[config.mk]
export PLATFORM = sky130hd
export DESIGN_NAME = btn_debounce_multi
export DESIGN_NICKNAME = d
export VERILOG_FILES = /design/src/rtl/btn_debounce_multi.sv
export SDC_FILE = /design/constraint.sdc
export NUM_CORES = 1
export LEC_CHECK = 0
export CELL_PAD_IN_SITES_DETAIL_PLACEMENT = 1
export CELL_PAD_IN_SITES_GLOBAL_PLACEMENT = 2
export CORE_ASPECT_RATIO = 0.75
export CORE_MARGIN = 4
export CORE_UTILIZATION = 37
export CTS_CLUSTER_DIAMETER = 150
export CTS_CLUSTER_SIZE = 8
export DETAILED_ROUTE_END_ITERATION = 8
export PLACE_DENSITY_LB_ADDON = 0.05
export REMOVE_ABC_BUFFERS = 1
export SETUP_SLACK_MARGIN = 0.02
export SYNTH_ARGS = -nofsm -noshare
export SYNTH_HDL_FRONTEND = slang
export SYNTH_SLANG_ARGS = --single-unit
[constraint.sdc]
create_clock -name clk -period 2.7 [get_ports clk]
set_input_delay 0.54 -clock clk [delete_from_list [all_inputs] [get_ports clk]]
set_output_delay 0.54 -clock clk [all_outputs]
set_load 0.01 [all_outputs]
[src/rtl/btn_debounce_multi.sv]
// Multi-channel push-button debouncer: one prescaled sample tick, per-channel synchroniser and stability counter.
// Optional auto-repeat pulses are built in when BTN_DEBOUNCE_AUTOREPEAT_EN is defined.
module btn_debounce_multi #(
    parameter int NUM_CH       = 5,
    parameter int PRESCALE     = 65536,
    parameter int STABLE_TICKS = 4,
    parameter int REPEAT_DELAY = 500,
    parameter int REPEAT_RATE  = 100
) (
    input  logic              clk,
    input  logic              rst_n,
    input  logic [NUM_CH-1:0] btn_in,
    output logic [NUM_CH-1:0] btn_level,
    output logic [NUM_CH-1:0] btn_rise,
    output logic [NUM_CH-1:0] btn_fall,
    output logic [NUM_CH-1:0] btn_rep,
    output logic              tick
);

    localparam int PW = $clog2(PRESCALE);
    localparam int CW = $clog2(STABLE_TICKS + 1);
    localparam logic [PW-1:0] PRE_LAST = PW'(PRESCALE - 1);
    localparam logic [CW-1:0] CNT_LAST = CW'(STABLE_TICKS - 1);

    logic [PW-1:0]             pre_q, pre_d;
    logic                      tick_q, tick_d;
    logic [NUM_CH-1:0]         sync1_q, sync2_q;
    logic [NUM_CH-1:0][CW-1:0] cnt_q, cnt_d;
    logic [NUM_CH-1:0]         level_q, level_d;
    logic [NUM_CH-1:0]         rise_q, rise_d;
    logic [NUM_CH-1:0]         fall_q, fall_d;

    // tick is high in the cycle after the counter wraps, so it lands on every PRESCALE-th cycle
    always_comb begin
        pre_d  = (pre_q == PRE_LAST) ? '0 : pre_q + PW'(1);
        tick_d = (pre_q == PRE_LAST);
    end

    always_comb begin
        cnt_d   = cnt_q;
        level_d = level_q;
        rise_d  = '0;
        fall_d  = '0;
        for (int i = 0; i < NUM_CH; i++) begin
            if (tick_q) begin
                if (sync2_q[i] == level_q[i]) begin
                    cnt_d[i] = '0;
                end else if (cnt_q[i] == CNT_LAST) begin
                    level_d[i] = sync2_q[i];
                    cnt_d[i]   = '0;
                    rise_d[i]  = sync2_q[i];
                    fall_d[i]  = ~sync2_q[i];
                end else begin
                    cnt_d[i] = cnt_q[i] + CW'(1);
                end
            end
        end
    end

    always_ff @(posedge clk) begin
        if (!rst_n) begin
            pre_q   <= '0;
            tick_q  <= 1'b0;
            sync1_q <= '0;
            sync2_q <= '0;
            cnt_q   <= '0;
            level_q <= '0;
            rise_q  <= '0;
            fall_q  <= '0;
        end else begin
            pre_q   <= pre_d;
            tick_q  <= tick_d;
            sync1_q <= btn_in;
            sync2_q <= sync1_q;
            cnt_q   <= cnt_d;
            level_q <= level_d;
            rise_q  <= rise_d;
            fall_q  <= fall_d;
        end
    end

    assign tick      = tick_q;
    assign btn_level = level_q;
    assign btn_rise  = rise_q;
    assign btn_fall  = fall_q;

`ifdef BTN_DEBOUNCE_AUTOREPEAT_EN
    localparam int RMAX = (REPEAT_DELAY > REPEAT_RATE) ? REPEAT_DELAY : REPEAT_RATE;
    localparam int RW   = $clog2(RMAX + 1);
    localparam logic [RW-1:0] REP_DELAY_V = RW'(REPEAT_DELAY);
    localparam logic [RW-1:0] REP_RATE_V  = RW'(REPEAT_RATE);

    logic [NUM_CH-1:0][RW-1:0] rcnt_q, rcnt_d;
    logic [NUM_CH-1:0]         armed_q, armed_d;
    logic [NUM_CH-1:0]         rep_q, rep_d;
    logic [RW-1:0]             rnext;

    // armed marks that the initial delay has elapsed; afterwards the counter restarts every REPEAT_RATE ticks
    always_comb begin
        rcnt_d  = rcnt_q;
        armed_d = armed_q;
        rep_d   = '0;
        rnext   = '0;
        for (int i = 0; i < NUM_CH; i++) begin
            if (!level_d[i] || rise_d[i]) begin
                rcnt_d[i]  = '0;
                armed_d[i] = 1'b0;
            end else if (tick_q) begin
                rnext = rcnt_q[i] + RW'(1);
                if ((!armed_q[i] && rnext == REP_DELAY_V) || (armed_q[i] && rnext == REP_RATE_V)) begin
                    rep_d[i]   = 1'b1;
                    armed_d[i] = 1'b1;
                    rcnt_d[i]  = '0;
                end else begin
                    rcnt_d[i] = rnext;
                end
            end
        end
    end

    always_ff @(posedge clk) begin
        if (!rst_n) begin
            rcnt_q  <= '0;
            armed_q <= '0;
            rep_q   <= '0;
        end else begin
            rcnt_q  <= rcnt_d;
            armed_q <= armed_d;
            rep_q   <= rep_d;
        end
    end

    assign btn_rep = rep_q;
`else
    // Repeat timing only matters when the feature is built in.
    logic unused_rep_cfg;
    assign unused_rep_cfg = ^{REPEAT_DELAY, REPEAT_RATE};
    assign btn_rep        = '0;
`endif

endmodule
==> impl_metrics.env <==
export IMPL_run_status="completed"
export IMPL_yosys_top_cells_count="dfxtp_1, nor2_1, a21boi_0, nand2b_1, and2_1"
export IMPL_dpl_cell_area_mm2=0.00259
export IMPL_syn_inst=244
export IMPL_hold_class="reg2reg"
export IMPL_area_growth_pct=20.8
export IMPL_layout_cells_non_filler=352
export IMPL_synth_area_leaders="dfxtp_1, xnor2_1, a21boi_0"
export IMPL_min_path_cells=1
export IMPL_fin_crit_sh_pct=73.5
export IMPL_netlist_area_mm2=0.00232
export IMPL_place_hpwl_um=3140
export IMPL_max_cap_violations=0
export IMPL_wl_um=4510
export IMPL_rows=24
export IMPL_dieArea_mm2=0.00761
export IMPL_cts_sinks=57
export IMPL_vias_per_cell=4.77
export IMPL_cp_max_fo=11
export IMPL_max_stage_delay_ps=490
export IMPL_p_per_area_mw_per_mm2=619
export IMPL_yosys_cell_count_top_type="dfxtp_1"
export IMPL_power_share_clock_pct=48.0
export IMPL_cp_arrival_ps=2190
export IMPL_drt_iter0_drc=43
export IMPL_synth_avg_cell_area_um2=9.51
export IMPL_postLayoutSetupSlackWorst_ps=717
export IMPL_root_buffer="clkbuf_8"
export IMPL_p_int_mw=1.37
export IMPL_synth_seq_area_share_pct=49.2
export IMPL_startpoint="pre_q[0]$_SDFF_PP0_"
export IMPL_htree_num_levels=3
export IMPL_finalMaxSlewViolations=0
export IMPL_ios=28
export IMPL_grt_pass1_vias=1561
export IMPL_r2r_setup_slack_ps=720
export IMPL_cts_made_buffers=9
export IMPL_synthArstFlopShare_pct=0
export IMPL_drc=0
export IMPL_first_pass_iters=4
export IMPL_worst_pin_slew_ps=492
export IMPL_dp_slack_ps=661
export IMPL_area_sequential_mm2=0.00114
export IMPL_final_design_area_no_fill_mm2=0.00280
export IMPL_clock_latency_ps=330
export IMPL_core_area_mm2=0.00595
export IMPL_vias=1679
export IMPL_clock_skew_ps=8.29
export IMPL_synth_main_ff_cell="dfxtp_1"
export IMPL_fin_hold_ws_ps=431
export IMPL_fin_tns_setup_ps=0
export IMPL_clock_path_buffers=2
export IMPL_grt_ovfl_total=0
export IMPL_final_util_pct=47.1
export IMPL_max_clock_freq_mhz=504
export IMPL_fp_dieW_um=99.4
export IMPL_grt_max_degree=37
export IMPL_timing_rr_end="pre_q[8]$_SDFF_PP0_"
export IMPL_ys_warn_count=0
export IMPL_synth_top_area_share_pct=49.2
export IMPL_multi_input_area_mm2=0.00108
export IMPL_ir_worst_vdd_uv=329
export IMPL_drive_gt1_share_pct=8.03
export IMPL_hold_viol=0
export IMPL_synth_distinct_cells=29
export IMPL_worstPathRequired_ps=2910
export IMPL_fill_cells=696
export IMPL_num_antenna_cells=0
export IMPL_slew_limit_headroom_pct=66.9
export IMPL_portBuffers=22
export IMPL_finalNetCount=282
export IMPL_grt_pass1_wl_um=7620
export IMPL_r2r_start="pre_q[0]$_SDFF_PP0_"
export IMPL_reg2regPathDepth=5
export IMPL_postRouteAntennaNets=0
export IMPL_antenna_found_initial=0
export IMPL_slowest_stage="nor4_1"
export IMPL_path_clk_slew_ps=70
export IMPL_endpoint_kind="flop"
export IMPL_postCtsHoldBufs=0
export IMPL_gr_usage_all_layers_pct=13.0
export IMPL_critPathKind="reg2reg"
export IMPL_cts_tree="built"
export IMPL_min_period_ps=1980
export IMPL_rsz0062_at_grt="false"
export IMPL_p_leak_nw=1.01
export IMPL_gp_routability_congestion=0.748
export IMPL_switching_share_pct=20.9
export IMPL_comb_power_share_pct=2.4
export IMPL_setup_viol=0
export IMPL_crit_chain="ha_1 -> nand3_2 -> nor4_1 -> nand2b_1 -> nor2_1"
export IMPL_cts_resized=0
export IMPL_dp_cells=336
export IMPL_start_kind="flop"
export IMPL_wl_per_cell_um=12.8
export IMPL_initial_utilization_pct=39.0
export IMPL_sequentialPowerShare_pct=49.6
export IMPL_yosys_area_top_type="dfxtp_1"
export IMPL_report_power_total_mw=1.73
export IMPL_p_sw_uw=363
export IMPL_cts_repair_timing_setup_buffer_count=0
export IMPL_die_h_um=76.6
export IMPL_ys_ff_latch=57
export IMPL_synth_edf_count=0
export IMPL_crit_end="pre_q[8]$_SDFF_PP0_"
-- cells by family after synthesis --
family / after synthesis / share of synthesized area, %
other cells: 1 / 0.162
buf+inv: 23 / 4.96
simple gates: 117 / 29.2
compound gates: 22 / 6.47
xor+xnor: 18 / 6.80
fa+ha+maj: 6 / 3.24
flops: 57 / 49.2
-- area by class of cell --
cell class	instances	share of cell area, %
flip-flops and latches	57	40.7
inverters	9	1.21
well taps	78	3.48
clock buffers	12	5.90
clock inverters	4	1.79
repair buffers	24	8.40
multi-input cells	168	38.5
-- metal layers --
| layer | routed length, µm | track usage [%] |
|---|---|---|
| met3 | 307 | 6.50 |
| met4 | 72 | 5.73 |
| met1 | 2350 | 17.2 |
| met2 | 1780 | 17.4 |
| met5 | 0 | 0 |
-- power groups by stage --
stage               registers, mW  clock network (mW)  logic, mW
floorplan                   0.877                   0     0.0229
finish                      0.860               0.833     0.0425
CTS                         0.860               0.858     0.0437
global route                0.861               0.901     0.0485
detailed placement          0.879                   0     0.0435
global placement            0.879                   0     0.0429
-- worst min-delay path by stage --
stage,slack [ps],from,to
floorplan,410,sync1_q[0]$_SDFF_PN0_,sync2_q[0]$_SDFF_PN0_
global placement,410,sync1_q[2]$_SDFF_PN0_,sync2_q[2]$_SDFF_PN0_
detailed placement,420,sync1_q[1]$_SDFF_PN0_,sync2_q[1]$_SDFF_PN0_
CTS,440,sync1_q[1]$_SDFF_PN0_,sync2_q[1]$_SDFF_PN0_
global route,450,sync1_q[2]$_SDFF_PN0_,sync2_q[2]$_SDFF_PN0_
finish,430,sync1_q[2]$_SDFF_PN0_,sync2_q[2]$_SDFF_PN0_
-- state kept, by name (all words and copies together), names as in the netlist --
| name | flops |
|---|---|
| btn_fall | 5 |
| btn_level | 5 |
| btn_rise | 5 |
| cnt_q | 15 |
| pre_q | 16 |
| sync1_q | 5 |
| sync2_q | 5 |
| tick | 1 |
-- cells in the final DEF (no fill, tap or decap), types with 8 or more instances in the layout --
| cell | n |
|---|---|
| clkdlybuf4s50_1 | 22 |
| xnor2_1 | 14 |
| clkbuf_8 | 12 |
| and2_1 | 15 |
| inv_1 | 9 |
| nand2b_1 | 16 |
| a21boi_0 | 16 |
| nor4_1 | 8 |
| dfxtp_1 | 57 |
| nand2_1 | 14 |
| nor2_1 | 19 |
| nand3_1 | 14 |
-- worst max-delay path, delay by kind of cell (launching register included) --
kind / cells / cell delay (ps)
and+or+nand+nor: 4 / 1240
DFF: 1 / 390
adders and majority gates: 1 / 220
Power figures use the tool's default switching activity.
